===== src/rtl/vga_sync_to_count.sv =====
// Regenerates column/row coordinates from incoming VGA syncs and tracks timing lock.
// Optional macro VGA_SYNC_MEASURE_EN exposes the measured line length and frame length.
module vga_sync_to_count #(
  parameter int g_Total_Col   = 800,
  parameter int g_Total_Row   = 525,
  parameter int g_Lock_Frames = 2,
  parameter int g_Count_Width = 12
) (
  input  logic                     i_Clk,
  input  logic                     i_Rst,
  input  logic                     i_HSync,
  input  logic                     i_VSync,
  output logic                     o_HSync,
  output logic                     o_VSync,
  output logic [g_Count_Width-1:0] o_Col_Count,
  output logic [g_Count_Width-1:0] o_Row_Count,
  output logic                     o_Frame_Start,
  output logic                     o_Locked,
  output logic                     o_Lock_Lost,
  output logic [g_Count_Width-1:0] o_Line_Len,
  output logic [g_Count_Width-1:0] o_Frame_Lines
);

  localparam logic [g_Count_Width-1:0] ONE       = g_Count_Width'(1);
  localparam logic [g_Count_Width-1:0] TOTAL_COL = g_Count_Width'(g_Total_Col);
  localparam logic [g_Count_Width-1:0] TOTAL_ROW = g_Count_Width'(g_Total_Row);
  localparam logic [g_Count_Width-1:0] COL_LIMIT = g_Count_Width'(2 * g_Total_Col);
  localparam logic [g_Count_Width-1:0] ROW_LIMIT = g_Count_Width'(2 * g_Total_Row);
  localparam logic [3:0]               LOCK_N    = 4'(g_Lock_Frames);

  typedef enum logic [1:0] {
    UNLOCKED,
    ACQUIRE,
    LOCKED
  } state_t;

  state_t                     state, state_next;
  logic [3:0]                 good, good_next;
  logic                       lost_next;
  logic                       h_armed, v_armed;
  logic                       hfall, vfall;
  logic                       err_flag, skip_line;
  logic                       check_en, line_err, frame_good, watchdog;
  logic [g_Count_Width-1:0]   line_len, frame_lines;

  // An armed flag blocks a false edge from an input that was already low at reset release.
  assign hfall = h_armed & o_HSync & ~i_HSync;
  assign vfall = v_armed & o_VSync & ~i_VSync;

  always_ff @(posedge i_Clk) begin
    if (i_Rst) begin
      o_HSync <= 1'b1;
      o_VSync <= 1'b1;
      h_armed <= 1'b0;
      v_armed <= 1'b0;
    end else begin
      // NOTE: sequential state uses non-blocking assignments so every flop samples pre-edge values.
      o_HSync <= i_HSync;
      o_VSync <= i_VSync;
      h_armed <= h_armed | i_HSync;
      v_armed <= v_armed | i_VSync;
    end
  end

  always_ff @(posedge i_Clk) begin
    if (i_Rst) begin
      o_Col_Count   <= '0;
      o_Row_Count   <= '0;
      o_Frame_Start <= 1'b0;
    end else begin
      o_Frame_Start <= vfall;
      if (vfall) begin
        o_Col_Count <= '0;
        o_Row_Count <= '0;
      end else if (hfall) begin
        o_Col_Count <= '0;
        o_Row_Count <= (o_Row_Count == '1) ? o_Row_Count : o_Row_Count + ONE;
      end else begin
        o_Col_Count <= (o_Col_Count == '1) ? o_Col_Count : o_Col_Count + ONE;
      end
    end
  end

  assign line_len    = o_Col_Count + ONE;
  assign frame_lines = o_Row_Count + ONE;
  assign check_en    = (state != UNLOCKED) && !skip_line;
  assign line_err    = hfall && check_en && (line_len != TOTAL_COL);
  assign frame_good  = (frame_lines == TOTAL_ROW) && !err_flag && !line_err;
  assign watchdog    = (o_Col_Count >= COL_LIMIT) || (o_Row_Count >= ROW_LIMIT);

  always_comb begin
    // NOTE: defaults first keep every path assigned, so no latches are inferred.
    state_next = state;
    good_next  = good;
    lost_next  = 1'b0;
    case (state)
      UNLOCKED: begin
        if (vfall) begin
          state_next = ACQUIRE;
          good_next  = '0;
        end
      end
      ACQUIRE: begin
        if (vfall) begin
          if (frame_good) begin
            good_next = good + 4'd1;
            if (good_next == LOCK_N) state_next = LOCKED;
          end else begin
            good_next = '0;
          end
        end
      end
      LOCKED: begin
        if (vfall && !frame_good) begin
          state_next = UNLOCKED;
          lost_next  = 1'b1;
        end
      end
      default: state_next = UNLOCKED;
    endcase
    if ((state != UNLOCKED) && watchdog) begin
      state_next = UNLOCKED;
      good_next  = '0;
      lost_next  = (state == LOCKED);
    end
  end

  always_ff @(posedge i_Clk) begin
    if (i_Rst) begin
      state       <= UNLOCKED;
      good        <= '0;
      err_flag    <= 1'b0;
      skip_line   <= 1'b0;
      o_Locked    <= 1'b0;
      o_Lock_Lost <= 1'b0;
    end else begin
      state       <= state_next;
      good        <= good_next;
      o_Locked    <= (state_next == LOCKED);
      o_Lock_Lost <= lost_next;
      if (vfall)         err_flag <= 1'b0;
      else if (line_err) err_flag <= 1'b1;
      // The line in progress when acquisition starts is partial, so its end is not checked.
      if ((state == UNLOCKED) && vfall) skip_line <= 1'b1;
      else if (hfall)                   skip_line <= 1'b0;
    end
  end

`ifdef VGA_SYNC_MEASURE_EN
  always_ff @(posedge i_Clk) begin
    if (i_Rst) begin
      o_Line_Len    <= '0;
      o_Frame_Lines <= '0;
    end else begin
      if (hfall) o_Line_Len    <= line_len;
      if (vfall) o_Frame_Lines <= frame_lines;
    end
  end
`else
  assign o_Line_Len    = '0;
  assign o_Frame_Lines = '0;
`endif

endmodule


===== config.mk =====
export PLATFORM = sky130hd
export DESIGN_NAME = vga_sync_to_count
export DESIGN_NICKNAME = d
export VERILOG_FILES = /design/src/rtl/vga_sync_to_count.sv
export SDC_FILE = /design/constraint.sdc
export NUM_CORES = 1
export LEC_CHECK = 0
export BUFFER_PORTS_ARGS = -buffer_cell sky130_fd_sc_hd__buf_4
export CORE_MARGIN = 3
export CORE_UTILIZATION = 50
export CTS_BUF_LIST = sky130_fd_sc_hd__clkbuf_16
export CTS_CLUSTER_SIZE = 40
export DETAILED_ROUTE_END_ITERATION = 10
export GPL_TIMING_DRIVEN = 0
export MAX_ROUTING_LAYER = met4
export PLACE_DENSITY = 0.78
export SYNTH_ARGS = -nofsm -noshare
export SYNTH_HDL_FRONTEND = slang
export SYNTH_SLANG_ARGS = --single-unit

===== constraint.sdc =====
create_clock -name i_Clk -period 4.1 [get_ports i_Clk]
set_input_delay 0.41 -clock i_Clk [delete_from_list [all_inputs] [get_ports i_Clk]]
set_output_delay 0.41 -clock i_Clk [all_outputs]
set_load 0.01 [all_outputs]

==> results.toml <==
[route]
vias = 1986
ant_nets = 0
avgViaCountPerCell = 5.09
drcViolationCount = 0
drt_iter0_markers = 132
firstDrtPassIters = 4
avgRoutedWirePerCell_um = 11.8
wirelength_um = 4610

[cts]
cts_made_buffers = 5
cts_tree = "yes"
cts_root_buffer = "clkbuf_16"
post_cts_resized = 0
clkLatencyLatePin_ns = 0.28
h-tree-depth = 2
cts.path.max_buffers = 2
hold_buffers = 0
clkTransAtPathRegs_ns = 0.05
cts_setup_buffers = 0
cts_sinks = 39

[critical_path]
cp_data_arrival_time_ns = 2.67
crit_fanout = 9
criticalPathCategory = "flop to flop"
crit_path_start_kind = "flop"
cp.required_ns = 4.24
cp-end-kind = "flop"

[global_routing]
grt-ovfl-total = 0
grt_antenna_before_repair = 0
grt_max_degree = 13
track_usage = 0.175
grt_pass1_vias = 1599
grt_pass1_wl_um = 7290

[cells_and_area]
regArea_um2 = 781
layout.cells.non_filler = 390
area_growth_pct = 24.2
multi_input_area_um2 = 1320
fin_util = 0.651
final_nets = 349
num_antenna_cells = 0
nFillCells = 381
drive_above_1_share = 0.237
fin_area_um2 = 2860

[timing]
min_period_ns = 2.53
whs_ns = 0.336
fmax_mhz = 395
fin_crit_sh = 0.617
fin_skew_ns = 0.00207
hold_viol = 0
fin_setup_tns_ns = 0
setup_ws_ns = 1.57
rsz0062_at_grt = "false"
drv_slew = 0
setup_violations = 0

[placed_design]
dp_hpwl_um = 3470
pre_cts_ws_ns = 1.58
placed_cell_area_um2 = 2690
gp_congestion = 0.883
portBuffers = 32
post-place-cells = 382

[synth]
synth_seq_cells = 39
synth_compound_area_frac = 0.124
synth_simple_gate_area_frac = 0.281
syn_inst = 275
synth-edff-count = 0
synth_area_per_cell_um2 = 8.36
synth_fa_ha_area_frac = 0.0435
synth_area_um2 = 2300
synthMuxAreaShare = 0.00435
synth_warnings = 0
postSynth.asyncResetShare = 0
dominantRegCellSynth = "dfxtp_1"
synth_top_family_by_area = "simple AND/OR/NAND/NOR gates"
ys_seq_area_frac = 0.339
synth_cell_type_count = 53
synth-xor-area-share = 0.0838

[die]
die-height_um = 73.8
start_util = 0.525
fp.dieW_um = 73.8
rows = 24
io_pins = 57
core_area_um2 = 4380
die_area_um2 = 5450

[power_and_ir_drop]
irDropWorstVdd_uv = 179
p_leak_nw = 1.20
cellPowerDensity_nw_per_um2 = 315
power_uw = 898

[flow_run]
cap_violations = 0

[run_status]
outcome = "finished, final reports clean"

[worst_hold_path]
hp-class = "input pin to flop"
==> cells by family (layout without fill, tap and decap cells) <==
group | Yosys count | count (layout)
xor gates and xnor gates | 22 | 22
muxes | 1 | 1
other | 1 | 24
AOI/OAI and AO/OA | 41 | 41
and+or+nand+nor | 117 | 117
adders and majority gates | 8 | 8
DFF | 39 | 39
buffers and inverters | 46 | 86
==> per-layer routing <==
metal  track usage  part of all wire  vias up
met3        0.0506             0.065        4
li1              -                 -     1027
met4        0.0443            0.0046        0
met2         0.280              0.48       54
met5             -                 0        -
met1         0.217              0.45      901
==> registers in the layout, indices dropped and copies added, names as in the netlist <==
signal,flops
err_flag,1
good,4
h_armed,1
o_Col_Count,12
o_Frame_Start,1
o_HSync,1
o_Lock_Lost,1
o_Locked,1
o_Row_Count,12
o_VSync,1
skip_line,1
state,2
v_armed,1
==> worst paths after layout <==
check / start / to / slack [ns] / cells after the start
min reg2reg: good[3] / good[3] / 0.46 / 2
min: i_HSync / o_HSync / 0.34 / 2
max reg2reg: o_Col_Count[0] / state[0] / 1.57 / 9
max: o_Col_Count[0] / state[0] / 1.57 / 9
==> worst max-delay path: stages, from the launching register on <==
cell and delay (ns):
dfxtp_1 0.52, ha_1 0.32, nand3_2 0.18, xnor2_1 0.17, o32a_1 0.30, o32ai_2 0.31
nor2b_2 0.21, buf_6 0.13, and3_4 0.19, a2111oi_4 0.04
==> report_power, final <==
| group | total [mW] | internal [mW] | switching [mW] | leakage [nW] |
|---|---|---|---|---|
| Sequential | 0.395 | 0.386 | 0.00909 | 0.316 |
| Combinational | 0.0759 | 0.0349 | 0.0410 | 0.804 |
| Clock | 0.427 | 0.283 | 0.144 | 0.0812 |
| Total | 0.898 | 0.705 | 0.194 | 1.20 |
==> final cells by class <==
| class | instances | share of cell area |
|---|---|---|
| clock buffer | 5 | 0.0438 |
| timing repair buffer | 32 | 0.0841 |
| tap | 52 | 0.0228 |
| buffer | 36 | 0.0855 |
| sequential | 39 | 0.273 |
| clock inverter | 3 | 0.0136 |
| multi-input combinational | 213 | 0.464 |
| inverter | 10 | 0.0131 |
==> cells in the mapped netlist (2+ instances only) <==
library cell / number / area (µm²)
a211oi_1: 2 / 15.0
a21oi_1: 17 / 85.1
a22oi_1: 2 / 15.0
a31oi_1: 2 / 12.5
and3_1: 2 / 12.5
and4_1: 3 / 26.3
buf_2: 2 / 10.0
buf_4: 24 / 180
buf_6: 2 / 22.5
clkbuf_1: 7 / 26.3
dfxtp_1: 39 / 781
ha_1: 8 / 100
inv_1: 10 / 37.5
nand2_1: 21 / 78.8
nand2b_1: 2 / 12.5
nand3_1: 7 / 35.0
nand3_2: 3 / 30.0
nand3b_1: 4 / 30.0
nand4_1: 9 / 56.3
nand4b_1: 4 / 35.0
nor2_1: 37 / 139
nor3_1: 4 / 20.0
nor4b_1: 3 / 26.3
o21ai_0: 7 / 35.0
or2_2: 3 / 18.8
or3_1: 4 / 25.0
xnor2_1: 9 / 78.8
xor2_1: 13 / 114
==> cell usage in the layout, fill, tap and decap left out, types with 2 or more instances in the layout <==
master      n
xor2_1     13
nand3b_1    4
buf_4      56
nor3_1      4
dfxtp_1    39
inv_1      10
a211oi_1    2
nand4_1     9
nand3_2     3
ha_1        8
nor4b_1     3
nand3_1     7
a31oi_1     2
a22oi_1     2
or2_2       3
a21oi_1    17
nand2_1    21
buf_2       2
and3_1      2
xnor2_1     9
nor2_1     37
or3_1       4
nand4b_1    4
clkbuf_16   5
buf_6       2
nand2b_1    2
and4_1      3
clkbuf_1    7
o21ai_0     7
conb_1     24
Power figures use the tool's default switching activity.
